**config.mk**
```make
export PLATFORM = sky130hd
export DESIGN_NAME = fc2_seq_ctrl
export DESIGN_NICKNAME = d
export VERILOG_FILES = /design/src/rtl/fc2_pkg.sv /design/src/rtl/fc2_nest_cnt.sv /design/src/rtl/fc2_seq_ctrl.sv
export SDC_FILE = /design/constraint.sdc
export NUM_CORES = 1
export LEC_CHECK = 0
export BUFFER_PORTS_ARGS = -buffer_cell sky130_fd_sc_hd__buf_4
export CAP_MARGIN = 40
export CORE_MARGIN = 5
export CORE_UTILIZATION = 44
export CTS_CLUSTER_DIAMETER = 200
export CTS_CLUSTER_SIZE = 24
export DETAILED_ROUTE_END_ITERATION = 12
export GPL_ROUTABILITY_DRIVEN = 1
export PLACE_DENSITY = 0.77
export SLEW_MARGIN = 5
export SYNTH_ARGS = -nofsm -noshare
export SYNTH_HDL_FRONTEND = slang
export SYNTH_SLANG_ARGS = --single-unit
```
**constraint.sdc**
```tcl
create_clock -name clk -period 1.5 [get_ports clk]
set_input_delay 0.375 -clock clk [delete_from_list [all_inputs] [get_ports clk]]
set_output_delay 0.375 -clock clk [all_outputs]
set_load 0.01 [all_outputs]
```
**src/rtl/fc2_pkg.sv**
```systemverilog
// Shared types and defaults for the FC2 sequencer: FSM state encoding,
// default loop bounds and address widths, and a counter-width helper.
package fc2_pkg;

  typedef enum logic [1:0] {
    IDLE  = 2'd0,
    RUN   = 2'd1,
    DRAIN = 2'd2,
    DONE  = 2'd3
  } fc2_state_t;

  localparam int DEF_SPECIES = 42;
  localparam int DEF_FC1_NUM = 64;
  localparam int DEF_FC2_NUM = 2;
  localparam int DEF_AW_W    = 18;
  localparam int DEF_AW_D    = 15;
  localparam int DEF_AW_O    = 14;

  // Bits needed to hold 0..n-1; a bound of 1 still gets a 1-bit counter.
  function automatic int cnt_w(input int n);
    return (n > 1) ? $clog2(n) : 1;
  endfunction

endpackage

```
**src/rtl/fc2_nest_cnt.sv**
```systemverilog
// Three-level wrap/carry counter: k (inner) carries n, n carries s.
// Advances only when en is high; clr zeroes all levels.
module fc2_nest_cnt
  import fc2_pkg::*;
#(
  parameter int N_K = DEF_FC1_NUM,
  parameter int N_N = DEF_FC2_NUM,
  parameter int N_S = DEF_SPECIES
) (
  input  logic                  clk,
  input  logic                  rst_n,
  input  logic                  clr,
  input  logic                  en,
  output logic [cnt_w(N_K)-1:0] k,
  output logic [cnt_w(N_N)-1:0] n,
  output logic [cnt_w(N_S)-1:0] s,
  output logic                  k_first,
  output logic                  k_last,
  output logic                  n_last,
  output logic                  s_last
);

  localparam int KW = cnt_w(N_K);
  localparam int NW = cnt_w(N_N);
  localparam int SW = cnt_w(N_S);

  logic [KW-1:0] k_reg;
  logic [NW-1:0] n_reg;
  logic [SW-1:0] s_reg;

  // Level flags decoded straight from the registered counts
  always_comb begin
    k_first = (k_reg == '0);
    k_last  = (k_reg == KW'(N_K - 1));
    n_last  = (n_reg == NW'(N_N - 1));
    s_last  = (s_reg == SW'(N_S - 1));
  end

  // Ripple carry: inner level wraps into the next one only on its last value
  always_ff @(posedge clk) begin
    if (!rst_n || clr) begin
      k_reg <= '0;
      n_reg <= '0;
      s_reg <= '0;
    end else if (en) begin
      if (k_last) begin
        k_reg <= '0;
        if (n_last) begin
          n_reg <= '0;
          s_reg <= s_last ? '0 : s_reg + SW'(1);
        end else begin
          n_reg <= n_reg + NW'(1);
        end
      end else begin
        k_reg <= k_reg + KW'(1);
      end
    end
  end

  assign k = k_reg;
  assign n = n_reg;
  assign s = s_reg;

endmodule

```
**src/rtl/fc2_seq_ctrl.sv**
```systemverilog
// FC2 MAC sequencer: walks species -> neuron -> feature, issues BRAM reads,
// and pipelines accumulate / result-write strobes behind the 1-cycle BRAM.
module fc2_seq_ctrl
  import fc2_pkg::*;
#(
  parameter int SPECIES = DEF_SPECIES,
  parameter int FC1_NUM = DEF_FC1_NUM,
  parameter int FC2_NUM = DEF_FC2_NUM,
  parameter int AW_W    = DEF_AW_W,
  parameter int AW_D    = DEF_AW_D,
  parameter int AW_O    = DEF_AW_O
) (
  input  logic            clk,
  input  logic            rst_n,
  input  logic            start,
  input  logic            hold,
  output logic            busy,
  output logic            w_en,
  output logic [AW_W-1:0] w_addr,
  output logic [AW_D-1:0] d_addr,
  output logic            bias_rd,
  output logic [7:0]      bias_addr,
  output logic            acc_en,
  output logic            acc_first,
  output logic            acc_last,
  output logic            res_vld,
  output logic [AW_O-1:0] res_addr,
  output logic            done
);

  // Refuse to elaborate when an address port cannot hold its largest index
  if (longint'(FC2_NUM) * FC1_NUM > (longint'(1) << AW_W)) begin : g_bad_aw_w
    $error("fc2_seq_ctrl: AW_W too small for FC2_NUM*FC1_NUM");
  end
  if (longint'(SPECIES) * FC1_NUM > (longint'(1) << AW_D)) begin : g_bad_aw_d
    $error("fc2_seq_ctrl: AW_D too small for SPECIES*FC1_NUM");
  end
  if (longint'(SPECIES) * FC2_NUM > (longint'(1) << AW_O)) begin : g_bad_aw_o
    $error("fc2_seq_ctrl: AW_O too small for SPECIES*FC2_NUM");
  end
  if (FC2_NUM > 256) begin : g_bad_bias
    $error("fc2_seq_ctrl: FC2_NUM exceeds 8-bit bias address");
  end

  localparam int KW = cnt_w(FC1_NUM);
  localparam int NW = cnt_w(FC2_NUM);
  localparam int SW = cnt_w(SPECIES);

  fc2_state_t state_reg, state_next;

  logic [KW-1:0]   k_cnt;
  logic [NW-1:0]   n_cnt;
  logic [SW-1:0]   s_cnt;
  logic            k_first, k_last, n_last, s_last;
  logic            final_issue;
  logic [AW_O-1:0] issue_raddr;

  logic            acc_en_reg, acc_first_reg, acc_last_reg;
  logic            res_vld_reg;
  logic [AW_O-1:0] raddr1_reg, res_addr_reg;

  // Counters are held clear in IDLE so every pass starts at (0,0,0)
  fc2_nest_cnt #(
    .N_K (FC1_NUM),
    .N_N (FC2_NUM),
    .N_S (SPECIES)
  ) u_cnt (
    .clk     (clk),
    .rst_n   (rst_n),
    .clr     (state_reg == IDLE),
    .en      (w_en),
    .k       (k_cnt),
    .n       (n_cnt),
    .s       (s_cnt),
    .k_first (k_first),
    .k_last  (k_last),
    .n_last  (n_last),
    .s_last  (s_last)
  );

  assign final_issue = k_last & n_last & s_last;

  // State register
  always_ff @(posedge clk) begin
    if (!rst_n) state_reg <= IDLE;
    else        state_reg <= state_next;
  end

  // Next state: DRAIN leaves once the accumulate stage is empty, so the last
  // res_vld is on the output in the same cycle and done follows it
  always_comb begin
    state_next = state_reg;
    case (state_reg)
      IDLE:    if (start) state_next = RUN;
      RUN:     if (!hold && final_issue) state_next = DRAIN;
      DRAIN:   if (!acc_en_reg) state_next = DONE;
      DONE:    state_next = IDLE;
      default: state_next = IDLE;
    endcase
  end

  // FSM outputs: hold gates issue only, never the strobes already in flight
  always_comb begin
    busy = (state_reg == RUN) || (state_reg == DRAIN);
    done = (state_reg == DONE);
    w_en = (state_reg == RUN) && !hold;
  end

  // Addresses are pure functions of the registered loop counters
  always_comb begin
    w_addr      = AW_W'(n_cnt) * AW_W'(FC1_NUM) + AW_W'(k_cnt);
    d_addr      = AW_D'(s_cnt) * AW_D'(FC1_NUM) + AW_D'(k_cnt);
    bias_addr   = 8'(n_cnt);
    bias_rd     = w_en & k_first;
    issue_raddr = AW_O'(s_cnt) * AW_O'(FC2_NUM) + AW_O'(n_cnt);
  end

  // Two-stage strobe pipeline; the result address rides along with the issue
  always_ff @(posedge clk) begin
    if (!rst_n) begin
      acc_en_reg    <= 1'b0;
      acc_first_reg <= 1'b0;
      acc_last_reg  <= 1'b0;
      res_vld_reg   <= 1'b0;
      raddr1_reg    <= '0;
      res_addr_reg  <= '0;
    end else begin
      acc_en_reg    <= w_en;
      acc_first_reg <= w_en & k_first;
      acc_last_reg  <= w_en & k_last;
      res_vld_reg   <= acc_en_reg & acc_last_reg;
      if (w_en) raddr1_reg <= issue_raddr;
      if (acc_en_reg && acc_last_reg) res_addr_reg <= raddr1_reg;
    end
  end

  assign acc_en    = acc_en_reg;
  assign acc_first = acc_first_reg;
  assign acc_last  = acc_last_reg;
  assign res_vld   = res_vld_reg;
  assign res_addr  = res_addr_reg;

endmodule

```
==> flow_summary.json, run 1 <==
{
  "fp.dieArea_um2": 5420,
  "outcome": "finished, violations left",
  "wire_per_inst_um": 14.3,
  "hold_slack_ns": 0.368,
  "dieHeight_um": 73.6,
  "hold_class": "in -> reg",
  "setup_viol": 6,
  "reg2reg_depth": 8,
  "cp-start-kind": "flip-flop",
  "n_fill_cell": 310,
  "worst_ep_required_time_ns": 1.12,
  "dr.pass1.iters": 4,
  "clkTransAtPathRegs_ns": 0.07,
  "clk_latency_ns": 0.29,
  "numCtsBuffers": 5,
  "die_w_um": 73.6,
  "crit_fanout": 2,
  "cts_tree": "built",
  "ys_types": 35,
  "drv_cap": 0,
  "viasPerCell": 4.93,
  "finalCriticalPeriod_ns": 1.62,
  "ctsLongestPathBuffers": 2,
  "grt.total_usage_pct": 15.1,
  "synth_seq_cells": 33,
  "area.sequential_um2": 676,
  "worst_slack_ns": -0.117,
  "drt_wl_total_mm": 4.68,
  "r2r_slack_ns": -0.03,
  "io_buffer_count": 38,
  "synth_top_flop_cell": "dfxtp_1",
  "power-per-cell-area_nw_per_um2": 1210,
  "cts.sinks": 33,
  "ant_nets": 0,
  "initial_core_util_pct": 44.8,
  "vdd_drop_max_mv": 0.575,
  "wl_met1_mm": 1.80,
  "syn_area_per_cell_um2": 8.36,
  "drt-initial-drc-count": 121,
  "setup_tns_ns": -0.295,
  "dr_wl_met2_mm": 2.45,
  "ctsHoldBuffers": 0,
  "async_reset_ff_share_pct": 0,
  "fin_nets": 289,
  "fmax_mhz": 618,
  "grt_pass1_wl_mm": 6.32,
  "seq_area_frac_synth_pct": 37.1,
  "ios": 67,
  "r2r_start": "state_reg[1]$_SDFFE_PN0P_",
  "grt-ovfl-total": 0,
  "coreArea_um2": 3970,
  "synth_edf_count": 0,
  "design_area_um2": 2550,
  "area_growth_pct": 43.1,
  "cp_data_arrival_time_ns": 1.24,
  "drc": 0,
  "finalHoldViolations": 0,
  "syn_area_um2": 1780,
  "fin_crit_sh_pct": 108,
  "endpoint_kind": "primary output",
  "cts-root-buf": "clkbuf_8",
  "htreeDepth": 2,
  "leakagePower_uw": 0.00117,
  "ys_warn_count": 0,
  "num_antenna_cells": 0,
  "finalClockSkew_ns": 0.00433,
  "highest_layer": "met4",
  "row_count": 23,
  "dpl.hpwl_mm": 2.93,
  "grt_pass1_vias": 1422,
  "grt_max_degree": 18,
  "critPathCapture": "bias_rd",
  "dr_wl_met3_um": 292,
  "crit_type": "reg -> out",
  "rsz0062_at_grt": "yes",
  "timing.rr.end": "u_cnt.s[5]$_SDFFE_PP0P_",
  "placed_area_um2": 2120,
  "grt_antenna_before_repair": 0,
  "violations": "setup timing",
  "drive_gt1_share_pct": 41.4,
  "multi_input_area_um2": 1020,
  "finalMaxSlewViolations": 0,
  "syn_inst": 213,
  "gp_congestion": 0.806,
  "vias": 1617,
  "startpoint": "state_reg[1]$_SDFFE_PN0P_"
}
-- cells by family (layout without fill, tap and decap cells) --
kind of cell / Yosys count / after routing / synth area share (%)
AND/OR/NAND/NOR: 79 / 79 / 24.0
XOR/XNOR: 9 / 9 / 4.43
AO/OA/AOI/OAI: 27 / 27 / 8.71
flip-flops: 33 / 33 / 37.1
other: 1 / 28 / 0.211
adder cells (fa/ha/maj): 8 / 8 / 5.62
multiplexers: 1 / 1 / 0.562
buffers and inverters: 55 / 93 / 19.3
-- critical path: stages (launching register included) --
cell and delay (ns):
dfxtp_2 0.34, inv_4 0.06, ha_4 0.15, nand2b_4 0.07
inv_4 0.07, and3_4 0.17, buf_6 0.10
-- synth_stat cells, types with 2 or more instances --
cell | count | share of area (%)
ha_1 | 8 | 5.6
nand3b_1 | 3 | 1.3
a21oi_1 | 18 | 5.1
nor4_1 | 3 | 1.1
nand2b_1 | 2 | 0.70
nor3_1 | 6 | 1.7
clkbuf_1 | 5 | 1.1
dfxtp_1 | 33 | 37
xnor2_1 | 5 | 2.5
buf_4 | 36 | 15
nand2_1 | 29 | 6.1
o21ai_0 | 3 | 0.84
and2_1 | 2 | 0.70
buf_2 | 2 | 0.56
nand4_1 | 3 | 1.1
nand3_1 | 11 | 3.1
xor2_1 | 4 | 2.0
inv_1 | 10 | 2.1
nor2_1 | 13 | 2.7
and3_1 | 2 | 0.70
-- through the flow --
step / util [%] / setup slack [ns] / power (µW) / instances
finish: 64.1 / -0.117 / 3080 / 328
global route: 64.1 / -0.143 / 3210 / 328
CTS: 59.6 / -0.110 / 2830 / 320
detailed placement: 53.4 / -0.0196 / 1700 / 306
global placement: 53.4 / 0.000537 / 1680 / 306
floorplan: - / 0.0135 / 1450 / 240
-- placed cells by master, fill, tap and decap left out, drive strengths merged, types with 3 or more instances in the layout --
cell / netlist / layout
nor3: 6 / 6
xor2: 4 / 4
nor2: 13 / 13
buf: 39 / 74
ha: 8 / 8
a21oi: 18 / 18
xnor2: 5 / 5
nor4: 4 / 4
dfxtp: 33 / 33
clkbuf: 5 / 5
nand2: 29 / 29
nand4: 4 / 4
inv: 10 / 10
conb: 1 / 28
o21ai: 3 / 3
nand3: 11 / 11
nand3b: 3 / 3
-- layout make-up --
class                      instances  share of cell area (%)
clock buffer                       5                    2.70
clock inverter                     3                    2.55
inverter                          11                    1.82
multi-input combinational        152                    40.2
sequential                        33                    26.5
tap                               50                    2.46
timing repair buffer              74                    23.8
-- worst min path at each step --
stage	endpoint	cells after the start	startpoint	slack, ns
2_1_floorplan	raddr1_reg[0]$_SDFFE_PN0P_	2	raddr1_reg[0]$_SDFFE_PN0P_	0.44
3_3_place_gp	res_addr[1]$_SDFFE_PN0P_	2	res_addr[1]$_SDFFE_PN0P_	0.44
3_5_place_dp	res_addr[3]$_SDFFE_PN0P_	2	res_addr[3]$_SDFFE_PN0P_	0.45
4_1_cts	acc_first$_SDFF_PN0_	2	rst_n	0.34
5_1_grt	acc_first$_SDFF_PN0_	2	rst_n	0.39
6_report	acc_first$_SDFF_PN0_	2	rst_n	0.37
-- per-layer routing --
layer | global-route usage, % | vias up
met3 | 3.69 | 12
met2 | 27.5 | 69
met4 | 6.24 | 0
li1 | - | 774
met5 | 0 | -
met1 | 16.4 | 762
-- power by group --
group	internal [µW]	switching, µW
clock	660	335
sequential	927	42.3
combinational	569	543
total	2160	920
-- timing repair --
action / CTS / global route
pin swaps: 3 / 8
buffers inserted: 6 / 8
gates resized for setup: 17 / 28
setup endpoints to repair: 6 / 14
No activity file was read; power rests on OpenSTA's default activity.
==> run 2: changes to the inputs <==
--- a/config.mk
+++ b/config.mk
@@ -7,6 +7,7 @@
 export LEC_CHECK = 0
 export BUFFER_PORTS_ARGS = -buffer_cell sky130_fd_sc_hd__buf_4
 export CAP_MARGIN = 40
+export CORE_ASPECT_RATIO = 1.75
 export CORE_MARGIN = 5
 export CORE_UTILIZATION = 44
 export CTS_CLUSTER_DIAMETER = 200
==> run 2 against run 1 <==
Compared with the run above: critical endpoint unchanged; count of clock-buffer cells in the layout unchanged; the flow still finishes with violations (setup timing); routed wire length decreased by 13%; sequential share of layout area is 1.7 points higher; non-clock buffer count down 7; via count fell by 6.1%; critical path type unchanged; first-iteration DRC count down 66%; clock skew fell by 0.00070 ns; hold slack got worse by 0.021 ns; fmax down 0.23%.
==> flow_summary.json, run 2 (synthesis results as in run 1) <==
{
  "fin_nets": 282,
  "violations": "setup timing",
  "clk_latency_ns": 0.28,
  "p_total_uw": 2600,
  "ant_nets": 0,
  "critical_path.slowest_cell": "dfxtp_2",
  "n_fill_cell": 356,
  "initial_core_util_pct": 45.6,
  "grt-ovfl-total": 0,
  "r2r_start": "state_reg[1]$_SDFFE_PN0P_",
  "dp.cells": 303,
  "cp_common_cell": "inv_4",
  "grt_pass1_vias": 1449,
  "viasPerCell": 4.76,
  "grt_pass1_wl_mm": 6.47,
  "grt.total_usage_pct": 15.4,
  "drt-initial-drc-count": 41,
  "crit_fanout": 4,
  "coreArea_um2": 3900,
  "die_w_um": 58.1,
  "area_growth_pct": 33.5,
  "io_buffer_count": 38,
  "vdd_drop_max_mv": 1.03,
  "drv_cap": 0,
  "most-common-layout-cells": "61 x buf_4, 29 x nand2_1, 28 x conb_1",
  "endpoint_kind": "primary output",
  "finalCriticalPeriod_ns": 1.62,
  "row_count": 30,
  "final_core_util_pct": 60.9,
  "dieHeight_um": 94.2,
  "finalHoldViolations": 0,
  "path_delay_family": "flip-flops",
  "ctsLongestPathBuffers": 2,
  "slowest_delay_ns": 0.35,
  "worst_slack_ns": -0.121,
  "grt_max_degree": 17,
  "reg2reg_depth": 6,
  "timing.rr.end": "state_reg[1]$_SDFFE_PN0P_",
  "num_antenna_cells": 0,
  "leakagePower_uw": 0.00110,
  "crit_type": "reg -> out",
  "cp_data_arrival_time_ns": 1.25,
  "dpl.hpwl_mm": 2.98,
  "vias": 1518,
  "setup_tns_ns": -0.258,
  "finalClockSkew_ns": 0.00363,
  "ios": 67,
  "hold-path-endpoint": "acc_first$_SDFF_PN0_",
  "grt_antenna_before_repair": 0,
  "cts_tree": "built",
  "finalMaxSlewViolations": 0,
  "cts-root-buf": "clkbuf_8",
  "gp_congestion": 0.889,
  "fp.dieArea_um2": 5470,
  "layout.cells.non_filler": 319,
  "drive_gt1_share_pct": 39.1,
  "holdCritStartpoint": "rst_n",
  "clkTransAtPathRegs_ns": 0.07,
  "power-per-cell-area_nw_per_um2": 1090,
  "drc": 0,
  "cp-start-kind": "flip-flop",
  "hold_depth": 2,
  "critPathBufInv": 3,
  "final_common_cell": "buf_4",
  "wire_per_inst_um": 12.8,
  "worst_ep_required_time_ns": 1.12,
  "hold_class": "in -> reg",
  "setup_viol": 3,
  "r2r_slack_ns": 0,
  "path_cells": "inv_4 > ha_4 > nand2b_4 > inv_4 > and3_4 > buf_6",
  "fin_crit_sh_pct": 108,
  "ctsHoldBuffers": 0,
  "numCtsBuffers": 5,
  "rsz0062_at_grt": "yes",
  "outcome": "finished, violations left",
  "drt_wl_total_mm": 4.08,
  "dr.pass1.iters": 4,
  "cts.sinks": 33,
  "htreeDepth": 2,
  "fmax_mhz": 617
}
-- run 2: worst max path at each step --
stage | start | slack, ns | to | cells after the start
after detailed placement | state_reg[0]$_SDFFE_PN0P_ | -0.05 | state_reg[1]$_SDFFE_PN0P_ | 5
after global routing | state_reg[1]$_SDFFE_PN0P_ | -0.16 | bias_rd | 6
after global placement | state_reg[0]$_SDFFE_PN0P_ | 0.01 | state_reg[1]$_SDFFE_PN0P_ | 5
final | state_reg[1]$_SDFFE_PN0P_ | -0.12 | bias_rd | 6
after floorplan | u_cnt.k[0]$_SDFFE_PP0P_ | 0.01 | state_reg[1]$_SDFFE_PN0P_ | 5
after CTS | state_reg[1]$_SDFFE_PN0P_ | -0.12 | w_en | 6
-- run 2: layer usage --
layer	share of wire [%]	track usage, %
met5	0	0
met4	3.4	9.86
met3	6.4	2.89
met2	56	28.6
met1	34	14.8
-- run 2: metrics by stage --
step / area (µm²) / hold WS, ns / setup slack [ns]
after floorplan: 1900 / 0.437 / 0.0135
after detailed placement: 2100 / 0.448 / -0.0490
after global routing: 2380 / 0.358 / -0.157
after CTS: 2290 / 0.340 / -0.124
after global placement: 2100 / 0.442 / 0.00952
final: 2380 / 0.347 / -0.121
-- run 2: final cells by class --
type / count / area [µm²] / share of cell area (%)
Tap cell: 48 / 60.1 / 2.53
Multi-Input combinational cell: 152 / 987 / 41.5
Timing Repair Buffer: 67 / 526 / 22.1
Sequential cell: 33 / 672 / 28.3
Inverter: 11 / 46.3 / 1.95
Clock inverter: 3 / 17.5 / 0.737
Clock buffer: 5 / 68.8 / 2.89
-- run 2: where the power goes --
part | leakage [µW] | internal [µW] | switching, µW
Combinational | 0.000782 | 475 | 492
Sequential | 0.000270 | 929 | 42.0
Clock | 0.0000439 | 320 | 340
Total | 0.00110 | 1720 | 874
-- run 2: what timing repair did --
action | CTS | global route
setup buffers | 4 | 4
gates resized for setup | 21 | 15
cloned | 0 | 0
setup endpoints to repair | 9 | 10
pin swaps | 6 | 9
-- run 2: worst reg2reg max path, cell delays in order (launching register included) --
cell and delay [ns]:
dfxtp_2 0.35, inv_4 0.05, buf_4 0.13, ha_4 0.16
a22oi_2 0.24, mux2i_1 0.14, a311o_1 0.32
